File: src/rtl/i2c_slave_pkg.sv
// Shared types and constants for the I2C responder: FSM state encoding,
// ACK/NACK levels and the bit-counter type.
package i2c_slave_pkg;

    typedef enum logic [3:0] {
        IDLE,
        ADDR,
        ADDR_ACK,
        WR_DATA,
        WR_ACK,
        RD_WAIT,
        RD_DATA,
        RD_ACK,
        IGNORE
    } state_t;

    localparam logic ACK  = 1'b0;
    localparam logic NACK = 1'b1;

    typedef logic [2:0] bit_cnt_t;

endpackage

File: src/rtl/i2c_slave_responder_if.sv
// Bus-side and local-side signals of the I2C responder; the slave modport
// is the responder's view, the master modport is the view of whatever drives it.
interface i2c_slave_responder_if;

    logic       scl_i;
    logic       sda_i;
    logic       scl_o;
    logic       sda_o;
    logic       start_o;
    logic       stop_o;
    logic       rw_o;
    logic [7:0] rx_data_o;
    logic       rx_valid_o;
    logic       tx_req_o;
    logic [7:0] tx_data_i;
    logic       tx_valid_i;

    modport slave (
        input  scl_i, sda_i, tx_data_i, tx_valid_i,
        output scl_o, sda_o, start_o, stop_o, rw_o, rx_data_o, rx_valid_o, tx_req_o
    );

    modport master (
        output scl_i, sda_i, tx_data_i, tx_valid_i,
        input  scl_o, sda_o, start_o, stop_o, rw_o, rx_data_o, rx_valid_o, tx_req_o
    );

endinterface

File: src/rtl/i2c_line_filter.sv
// Two-flop synchronizer followed by a DEPTH-sample glitch filter on one bus
// line; emits the filtered level and single-cycle rise/fall strobes.
module i2c_line_filter #(
    parameter int unsigned DEPTH = 3
) (
    input  logic clk,
    input  logic rst,
    input  logic line,
    output logic level,
    output logic rise,
    output logic fall
);

    logic [1:0]       sync;
    logic [DEPTH-1:0] hist;

    // Level only moves once DEPTH consecutive synchronized samples agree.
    always_ff @(posedge clk or posedge rst) begin
        if (rst) begin
            sync  <= '1;
            hist  <= '1;
            level <= 1'b1;
            rise  <= 1'b0;
            fall  <= 1'b0;
        end else begin
            sync <= {sync[0], line};
            hist <= {hist[DEPTH-2:0], sync[1]};
            rise <= 1'b0;
            fall <= 1'b0;
            if (hist == '1 && !level) begin
                level <= 1'b1;
                rise  <= 1'b1;
            end else if (hist == '0 && level) begin
                level <= 1'b0;
                fall  <= 1'b1;
            end
        end
    end

endmodule

File: src/rtl/i2c_slave_responder.sv
// I2C target: decodes START/STOP, matches one 7-bit address, ACKs written
// bytes to local logic and serves read bytes, stretching SCL until supplied.
module i2c_slave_responder #(
    parameter logic [6:0]  SLAVE_ADDRESS  = 7'h22,
    parameter int unsigned I2C_DATA_WIDTH = 8,
    parameter int unsigned FILTER_DEPTH   = 3
) (
    input logic                  clk_i,
    input logic                  rst_i,
    i2c_slave_responder_if.slave bus
);
    import i2c_slave_pkg::*;

    logic scl_f, scl_rise, scl_fall;
    logic sda_f, sda_rise, sda_fall;
    logic start_det, stop_det;

    state_t                    state;
    bit_cnt_t                  bit_cnt;
    logic [I2C_DATA_WIDTH-1:0] shreg;
    logic                      ack_on;

    i2c_line_filter #(.DEPTH(FILTER_DEPTH)) u_scl_filter (
        .clk   (clk_i),
        .rst   (rst_i),
        .line  (bus.scl_i),
        .level (scl_f),
        .rise  (scl_rise),
        .fall  (scl_fall)
    );

    i2c_line_filter #(.DEPTH(FILTER_DEPTH)) u_sda_filter (
        .clk   (clk_i),
        .rst   (rst_i),
        .line  (bus.sda_i),
        .level (sda_f),
        .rise  (sda_rise),
        .fall  (sda_fall)
    );

    assign start_det = sda_fall & scl_f;
    assign stop_det  = sda_rise & scl_f;

    always_ff @(posedge clk_i or posedge rst_i) begin
        if (rst_i) begin
            state          <= IDLE;
            bit_cnt        <= '0;
            shreg          <= '0;
            ack_on         <= 1'b0;
            bus.scl_o      <= 1'b1;
            bus.sda_o      <= 1'b1;
            bus.start_o    <= 1'b0;
            bus.stop_o     <= 1'b0;
            bus.rw_o       <= 1'b0;
            bus.rx_data_o  <= '0;
            bus.rx_valid_o <= 1'b0;
            bus.tx_req_o   <= 1'b0;
        end else begin
            bus.start_o    <= 1'b0;
            bus.stop_o     <= 1'b0;
            bus.rx_valid_o <= 1'b0;
            bus.tx_req_o   <= 1'b0;
            if (start_det) begin
                state       <= ADDR;
                bit_cnt     <= '0;
                bus.start_o <= 1'b1;
                bus.sda_o   <= 1'b1;
                bus.scl_o   <= 1'b1;
            end else if (stop_det) begin
                state      <= IDLE;
                bus.stop_o <= 1'b1;
                bus.sda_o  <= 1'b1;
                bus.scl_o  <= 1'b1;
            end else begin
                case (state)
                    ADDR: if (scl_rise) begin
                        shreg   <= {shreg[I2C_DATA_WIDTH-2:0], sda_f};
                        bit_cnt <= bit_cnt + 3'd1;
                        if (bit_cnt == 3'd7) begin
                            ack_on <= 1'b0;
                            if (shreg[I2C_DATA_WIDTH-2:0] == SLAVE_ADDRESS) begin
                                bus.rw_o <= sda_f;
                                state    <= ADDR_ACK;
                            end else begin
                                state <= IGNORE;
                            end
                        end
                    end
                    // First fall drives ACK, second fall ends the ACK bit.
                    ADDR_ACK: if (scl_fall) begin
                        if (!ack_on) begin
                            bus.sda_o <= ACK;
                            ack_on    <= 1'b1;
                        end else begin
                            bus.sda_o <= 1'b1;
                            ack_on    <= 1'b0;
                            bit_cnt   <= '0;
                            if (bus.rw_o) begin
                                bus.tx_req_o <= 1'b1;
                                state        <= RD_WAIT;
                            end else begin
                                state <= WR_DATA;
                            end
                        end
                    end
                    WR_DATA: if (scl_rise) begin
                        shreg   <= {shreg[I2C_DATA_WIDTH-2:0], sda_f};
                        bit_cnt <= bit_cnt + 3'd1;
                        if (bit_cnt == 3'd7) begin
                            bus.rx_data_o  <= {shreg[I2C_DATA_WIDTH-2:0], sda_f};
                            bus.rx_valid_o <= 1'b1;
                            ack_on         <= 1'b0;
                            state          <= WR_ACK;
                        end
                    end
                    WR_ACK: if (scl_fall) begin
                        if (!ack_on) begin
                            bus.sda_o <= ACK;
                            ack_on    <= 1'b1;
                        end else begin
                            bus.sda_o <= 1'b1;
                            ack_on    <= 1'b0;
                            bit_cnt   <= '0;
                            state     <= WR_DATA;
                        end
                    end
                    // Only act while SCL is low so SDA never moves during SCL high.
                    RD_WAIT: if (!scl_f) begin
                        if (bus.tx_valid_i) begin
                            shreg     <= {bus.tx_data_i[I2C_DATA_WIDTH-2:0], 1'b0};
                            bus.sda_o <= bus.tx_data_i[I2C_DATA_WIDTH-1];
                            bus.scl_o <= 1'b1;
                            bit_cnt   <= '0;
                            state     <= RD_DATA;
                        end else begin
                            bus.scl_o <= 1'b0;
                        end
                    end
                    RD_DATA: if (scl_fall) begin
                        if (bit_cnt == 3'd7) begin
                            bus.sda_o <= 1'b1;
                            state     <= RD_ACK;
                        end else begin
                            bus.sda_o <= shreg[I2C_DATA_WIDTH-1];
                            shreg     <= {shreg[I2C_DATA_WIDTH-2:0], 1'b0};
                            bit_cnt   <= bit_cnt + 3'd1;
                        end
                    end
                    RD_ACK: if (scl_rise) begin
                        if (sda_f == ACK) begin
                            bus.tx_req_o <= 1'b1;
                            state        <= RD_WAIT;
                        end else begin
                            state <= IGNORE;
                        end
                    end
                    default: ;
                endcase
            end
        end
    end

endmodule
File: src/flat_wrapper.sv
// flat-port wrapper written by rule: the top's interface ports become plain ports
module i2c_slave_responder_flat import i2c_slave_pkg::*;
#(
    parameter logic [6:0]  SLAVE_ADDRESS  = 7'h22,
    parameter int unsigned I2C_DATA_WIDTH = 8,
    parameter int unsigned FILTER_DEPTH   = 3
)
  (clk_i, rst_i, bus_scl_i, bus_sda_i, bus_tx_data_i, bus_tx_valid_i, bus_scl_o, bus_sda_o, bus_start_o, bus_stop_o, bus_rw_o, bus_rx_data_o, bus_rx_valid_o, bus_tx_req_o);
  i2c_slave_responder_if bus_i ();
  input logic clk_i;
  input logic rst_i;
  input wire logic [$bits(bus_i.scl_i)-1:0] bus_scl_i;
  input wire logic [$bits(bus_i.sda_i)-1:0] bus_sda_i;
  input wire logic [$bits(bus_i.tx_data_i)-1:0] bus_tx_data_i;
  input wire logic [$bits(bus_i.tx_valid_i)-1:0] bus_tx_valid_i;
  output wire logic [$bits(bus_i.scl_o)-1:0] bus_scl_o;
  output wire logic [$bits(bus_i.sda_o)-1:0] bus_sda_o;
  output wire logic [$bits(bus_i.start_o)-1:0] bus_start_o;
  output wire logic [$bits(bus_i.stop_o)-1:0] bus_stop_o;
  output wire logic [$bits(bus_i.rw_o)-1:0] bus_rw_o;
  output wire logic [$bits(bus_i.rx_data_o)-1:0] bus_rx_data_o;
  output wire logic [$bits(bus_i.rx_valid_o)-1:0] bus_rx_valid_o;
  output wire logic [$bits(bus_i.tx_req_o)-1:0] bus_tx_req_o;
  assign bus_i.scl_i = bus_scl_i;
  assign bus_i.sda_i = bus_sda_i;
  assign bus_i.tx_data_i = bus_tx_data_i;
  assign bus_i.tx_valid_i = bus_tx_valid_i;
  assign bus_scl_o = bus_i.scl_o;
  assign bus_sda_o = bus_i.sda_o;
  assign bus_start_o = bus_i.start_o;
  assign bus_stop_o = bus_i.stop_o;
  assign bus_rw_o = bus_i.rw_o;
  assign bus_rx_data_o = bus_i.rx_data_o;
  assign bus_rx_valid_o = bus_i.rx_valid_o;
  assign bus_tx_req_o = bus_i.tx_req_o;
  i2c_slave_responder #(.SLAVE_ADDRESS(SLAVE_ADDRESS), .I2C_DATA_WIDTH(I2C_DATA_WIDTH), .FILTER_DEPTH(FILTER_DEPTH)) u_core (.clk_i(clk_i), .rst_i(rst_i), .bus(bus_i));
endmodule
File: config.mk
export PLATFORM = sky130hd
export DESIGN_NAME = i2c_slave_responder_flat
export DESIGN_NICKNAME = d
export VERILOG_FILES = /design/src/rtl/i2c_slave_pkg.sv /design/src/rtl/i2c_slave_responder_if.sv /design/src/rtl/i2c_line_filter.sv /design/src/rtl/i2c_slave_responder.sv /design/src/flat_wrapper.sv
export SDC_FILE = /design/constraint.sdc
export NUM_CORES = 1
export LEC_CHECK = 0
export CAP_MARGIN = 30
export CORE_MARGIN = 8
export CORE_UTILIZATION = 49
export DETAILED_ROUTE_END_ITERATION = 6
export GPL_TIMING_DRIVEN = 0
export MAX_ROUTING_LAYER = met4
export PLACE_DENSITY = 0.81
export SLEW_MARGIN = 10
export SYNTH_ARGS = -nofsm -noshare
export SYNTH_HDL_FRONTEND = slang
export SYNTH_SLANG_ARGS = --single-unit
export TNS_END_PERCENT = 30
File: constraint.sdc
create_clock -name clk_i -period 1.91 [get_ports clk_i]
set_input_delay 0.382 -clock clk_i [delete_from_list [all_inputs] [get_ports clk_i]]
set_output_delay 0.382 -clock clk_i [all_outputs]
set_load 0.005 [all_outputs]
==> flow_summary.toml, run 1 <==
[status]
outcome = "complete, but fails checks"
violations = "negative setup slack"

[min_path]
hp-class = "flip-flop to flip-flop"
worstHoldPathCells = 0
hp-start = "u_core.u_scl_filter.sync[1]"

[timing]
maxSlewViolCount = 0
fin_skew_ns = 0.005222
fin_crit_sh_pct = 105.1
min_period_ns = 2.008
hold_viol = 0
tightest_slew_ns = 0.5917
maxClockFrequency_mhz = 498.1
rsz0062_at_grt = "true"
setup_violations = 12
setup_slack_ns = -0.09759
max_slew_margin_pct = 60.01

[cts]
htree_num_levels = 2
clk_pin_slew_worst_paths_ns = 0.09
cts_tree = "done"
worstSkewPairLatency_ns = 0.31
clockBufferDepth = 2
numCtsBuffers = 5
root_buffer = "clkbuf_8"
cts_sinks = 47

[yosys]
yosysSeqAreaShare_pct = 52.68
async_flop_share_pct = 100.0
netlist-cell-type-count = 42
netlist_area_sq_mm = 0.002266
ys.flop_type = "dfrtp_1"
syn_nets = 219
synth_cells = 204
synth.ff_latch_count = 47
post_synth.cell_area_avg_sq_um = 11.11
synth_warnings = 0
synth_edf_count = 0

[floorplan]
die_h_um = 84
dieArea_sq_mm = 0.007056
floorplan.rows = 24
pin_count = 28
fp.dieW_um = 84
core-area_sq_mm = 0.004414
initial_core_util_pct = 51.33

[power]
power.share.clock_pct = 25.6
peakVddDrop_v = 0.0007482
power_density_mw_per_mm2 = 859.3
p_int_w = 0.001678
fin_total_pwr_w = 0.002405
p_seq_share_pct = 51.0
power_leakage_nw = 1.294
swShare_pct = 30.25
power_switching_w = 0.0007276
pwr-share-comb_pct = 23.4

[worst_setup_path]
crit_chain = "buf_4 > and4bb_4 > buf_4 > clkbuf_2 > mux2_2 > mux2_4"
setup.worst_path.start = "u_core.state[1]"
crit_fanout = 10
critPathSlowestCell = "dfrtp_1"
path_class = "flip-flop to flip-flop"
cp_slowest_stage_delay_ns = 0.37
path_common_cell = "buf_4"
reg2reg_depth = 6
cp_data_arrival_time_ns = 2.20
crit_required_ns = 2.11
end_kind = "flip-flop"
worstSetupStartpointType = "flip-flop"
r2r_start = "u_core.state[1]"

[finish]
fill_cells = 346
layout-drive-gt1-share_pct = 26.75
seqCellArea_sq_mm = 0.001195
syn_to_final_growth_pct = 23.52
finalNonFillerCells = 295
nets = 257
multi_input_area_sq_mm = 0.001021
diodes = 0
fin_util_pct = 63.41
fin_area_sq_mm = 0.002799

[drt]
vias_per_cell = 5.698
drc = 0
vias = 1681
wl_um = 4816
drt_iter0_drc = 167
ant_nets = 0
wl_per_cell_um = 16.33
firstDrtPassIters = 4

[placed_design]
gp_congestion = 0.9236
place_area_sq_mm = 0.002648
place.detailed.hpwl_um = 3436
place_inst = 284
port_buffers = 27

[global_route]
grt_max_degree = 27
grt_pass1_wl_um = 8314
track_usage_pct = 14.52
grt_pass1_vias = 1765
overflow = 0
antenna_found_initial = 0

[flow_run]
maxCapViolations = 0
==> through the flow <==
step / hold WS, ns / worst slack (ns) / setup TNS [ns]
floorplan: 0.3452 / -0.02551 / -0.1786
global placement: 0.3461 / -0.4458 / -23.03
detailed placement: 0.3481 / -0.4157 / -7.503
CTS: 0.3640 / -0.1312 / -1.160
global route: 0.3660 / -0.1668 / -1.878
finish: 0.3620 / -0.09759 / -0.8103
==> power by group through the flow <==
stage               Sequential, W  Clock [W]  Combinational, W
finish                    0.00123   0.000617          0.000562
global route              0.00124   0.000670          0.000623
CTS                       0.00122   0.000624          0.000559
detailed placement        0.00123          0          0.000548
global placement          0.00123          0          0.000529
floorplan                 0.00120          0          0.000432
==> layout by cell type, fill, tap and decap left out, drive strengths merged, types with 2 or more instances in the layout <==
cell type / count
a2111oi: 3
inv: 10
dfrtp: 33
xor2: 2
buf: 12
nor2: 11
and3: 3
dfstp: 14
ha: 2
nor3: 4
clkbuf: 9
a211o: 2
a211oi: 2
mux2: 22
nand2: 24
a21oi: 8
clkinv: 2
nand2b: 4
o21ai: 13
nor4: 2
mux2i: 6
o21a: 3
nor2b: 2
nand4: 2
nor4b: 4
and2: 2
nand3b: 3
a221oi: 2
clkdlybuf4s50: 26
==> metal layers <==
layer	global-route usage, %	wire length [um]	up-vias
met5	-	0	-
met4	4.396	40	0
met3	3.223	212	4
met2	22.11	2278	50
met1	18.76	2285	831
li1	-	-	796
==> path summary, 6_finish.rpt <==
check                                              end  slack (ns)
setup / recovery                       u_core.shreg[6]        -0.1
hold / removal             u_core.u_scl_filter.hist[0]        0.36
setup reg to reg                       u_core.shreg[6]        -0.1
hold reg to reg            u_core.u_scl_filter.hist[0]        0.36
max in group asynchronous  u_core.u_scl_filter.hist[2]        0.93
min in group asynchronous      u_core.bus.rx_data_o[6]        0.42
==> registers in the layout, summed over array words and instances (netlist names), 2 cells and up <==
register and count:
u_core.bus.rx_data_o 8, u_core.state 4, u_core.bit_cnt 3, u_core.u_sda_filter.sync 2, u_core.u_scl_filter.hist 3, u_core.shreg 8
u_core.u_sda_filter.hist 3, u_core.u_scl_filter.sync 2
==> worst max-delay path, delay by kind of cell (launching register included) <==
family | cells | cell delay [ns]
buffers and inverters | 3 | 0.54
flip-flops | 1 | 0.37
AND/OR/NAND/NOR | 1 | 0.35
multiplexers | 2 | 0.64
==> synth_stat cells (3+ instances only) <==
master | instances | share of area, %
a21oi_1 | 8 | 1.8
and3_1 | 3 | 0.83
buf_2 | 4 | 0.88
clkbuf_1 | 5 | 0.83
dfrtp_1 | 33 | 36
dfstp_2 | 14 | 16
inv_1 | 9 | 1.5
mux2_2 | 15 | 7.5
mux2_4 | 7 | 4.6
mux2i_1 | 6 | 2.7
nand2_1 | 24 | 4.0
nand2b_1 | 4 | 1.1
nand3b_1 | 3 | 0.99
nor2_1 | 11 | 1.8
nor3_1 | 4 | 0.88
nor4b_1 | 4 | 1.5
o21a_1 | 3 | 0.99
o21ai_0 | 13 | 2.9
==> kinds of logic after synthesis <==
kind of cell / Yosys count / share of synthesized area (%)
AND/OR/NAND/NOR: 66 / 15.35
multiplexers: 28 / 14.74
adder cells (fa/ha/maj): 2 / 1.104
AO/OA/AOI/OAI: 38 / 11.15
buffers and inverters: 21 / 4.197
XOR/XNOR: 2 / 0.7732
flip-flops: 47 / 52.68
==> final cells by class <==
type / count / share of cell area, %
buffer: 11 / 2.369
clock buffer: 5 / 2.459
clock inverter: 3 / 0.8047
inverter: 9 / 1.207
multi-input combinational: 136 / 36.48
sequential: 47 / 42.69
tap: 52 / 2.325
timing repair buffer: 32 / 11.67
==> timing repair <==
action,in CTS,in global routing
buffers inserted,0,4
hold buffers,0,0
pin swaps,2,1
gates resized for setup,9,3
setup endpoints to repair,24,22
(Power assumes the default switching activity.)
==> run 2, diff against run 1 <==
Settings changed: CORE_UTILIZATION 49 to 30, PLACE_DENSITY 0.81 to 0.56.
==> flow_summary.toml, run 2 (synthesis gave the netlist of run 1 again) <==
[power]
peakVddDrop_v = 0.0003926
power_leakage_nw = 1.320
power_density_mw_per_mm2 = 850.5

[floorplan]
dieArea_sq_mm = 0.01059
floorplan.rows = 31
core-area_sq_mm = 0.007292
pin_count = 28
initial_core_util_pct = 31.07
die_h_um = 102.9
fp.dieW_um = 102.9

[worst_setup_path]
path_common_cell = "buf_6"
reg2reg_to = "u_core.shreg[7]"
crit_fanout = 8
rrSetupSlack_ns = -0.11
reg2reg_depth = 7
crit_required_ns = 2.10
cp_data_arrival_time_ns = 2.20
cp_slowest_stage_delay_ns = 0.37
crit_family = "compound AO/OA/AOI/OAI gates"
path_class = "flip-flop to flip-flop"
worstSetupStartpointType = "flip-flop"
crit_buf_inv = 2
critPathSlowestCell = "a2111oi_4"
end_kind = "flip-flop"
r2r_start = "u_core.state[1]"
crit_chain = "buf_6 > and4bb_4 > a2111oi_4 > nand3_1 > a211o_1 > buf_6 > mux2_4"

[cts]
clockBufferDepth = 2
root_buffer = "clkbuf_8"
clk_pin_slew_worst_paths_ns = 0.09
cts_tree = "done"
numCtsBuffers = 5
cts_sinks = 47
htree_num_levels = 2
holdBufCountCts = 0
worstSkewPairLatency_ns = 0.30

[drt]
vias = 1673
drc = 0
drt_iter0_drc = 175
wl_per_cell_um = 14.47
vias_per_cell = 4.878
firstDrtPassIters = 4
ant_nets = 0
wl_um = 4962

[finish]
mostFrequentLayoutCell = "dfrtp_1"
most-common-layout-cells = "dfrtp_1 (31), clkdlybuf4s50_1 (26), nand2_1 (23), mux2_2 (15), dfstp_2 (14)"
nets = 258
reg.largest.list = "u_core.bus.rx_data_o: 8 flops, u_core.shreg: 8 flops, u_core.state: 4 flops"
diodes = 0
layout-drive-gt1-share_pct = 27.87
syn_to_final_growth_pct = 26.67

[min_path]
worstHoldPathCells = 0
hp-class = "flip-flop to flip-flop"
hold_end = "u_core.u_sda_filter.sync[1]"
hp-start = "u_core.u_sda_filter.sync[0]"

[timing]
fin_tns_setup_ns = -0.9142
setup_violations = 12
rsz0062_at_grt = "true"
fin_crit_sh_pct = 105.5
tightest_slew_ns = 0.6319
hold_viol = 0
setup_slack_ns = -0.1050
min_period_ns = 2.015
maxSlewViolCount = 0
max_slew_margin_pct = 57.30
fin_skew_ns = 0.007116
maxClockFrequency_mhz = 496.3

[placed_design]
gp_congestion = 0.9328
port_buffers = 27
dp_slack_ns = -0.3769
place.detailed.hpwl_um = 3522

[status]
outcome = "complete, but fails checks"
violations = "negative setup slack"

[global_route]
grt_max_degree = 32
grt_pass1_vias = 1712
antenna_found_initial = 0
track_usage_pct = 10.57
overflow = 0
grt_pass1_wl_um = 8452

[flow_run]
maxCapViolations = 0
[run 2: routing by layer]
layer / global-route usage, % / vias up / share of wire [%]
met5: - / - / 0
met1: 13.73 / 828 / 48
met3: 2.296 / 5 / 4.6
met2: 15.83 / 35 / 46
li1: - / 805 / -
met4: 3.782 / 0 / 1.2
[run 2: worst register-to-register path, stage by stage (launching register included)]
cell and delay (ns):
dfrtp_1 0.35, buf_6 0.12, and4bb_4 0.20, a2111oi_4 0.37, nand3_1 0.16, a211o_1 0.26
buf_6 0.15, mux2_4 0.29
[run 2: repair_timing]
item / 4_1_cts / 5_1_grt
gates cloned: 0 / 0
endpoints found under the setup margin: 24 / 24
gates resized for setup: 10 / 6
pin swaps: 4 / 3
setup buffers: 5 / 2
[run 2: area by class of cell]
cell class	instances	area [sq um]
multi-input combinational	136	1020
sequential	47	1196
inverter	9	33.78
fill	751	4422
timing repair buffer	35	341.6
clock buffer	6	82.58
clock inverter	2	13.76
buffer	9	58.81
tap	99	123.9
[run 2: power by group]
part / internal, W / leakage (nW) / switching [W] / total [W]
registers: 0.00112 / 0.591 / 0.0000921 / 0.00121
clock network: 0.000296 / 0.0516 / 0.000338 / 0.000634
logic: 0.000316 / 0.677 / 0.000280 / 0.000597
total: 0.00173 / 1.32 / 0.000711 / 0.00244
[run 2: metrics by stage]
stage                     instance area (sq um)  total power, W  std cells  hold slack (ns)  util [%]
after detailed placement                   2699        0.001778        331           0.3479     37.01
after CTS                                  2838        0.002457        341           0.3626     38.92
after global placement                     2679        0.001760        330           0.3466     36.74
after floorplan                            2285        0.001634        204           0.3452         -
after global routing                       2870        0.002600        343           0.3637     39.36
final                                      2870        0.002441        343           0.3613     39.36
[run 2: how the worst max path moves through the flow]
stage	cells past startpoint	end	from
3_5_place_dp	7	u_core.shreg[5]	bus_tx_valid_i
6_report	7	u_core.shreg[7]	u_core.state[1]
5_1_grt	7	u_core.shreg[7]	u_core.state[1]
4_1_cts	6	u_core.shreg[7]	u_core.state[3]
3_3_place_gp	2	u_core.bit_cnt[2]	rst_i
2_1_floorplan	7	u_core.shreg[1]	u_core.state[2]
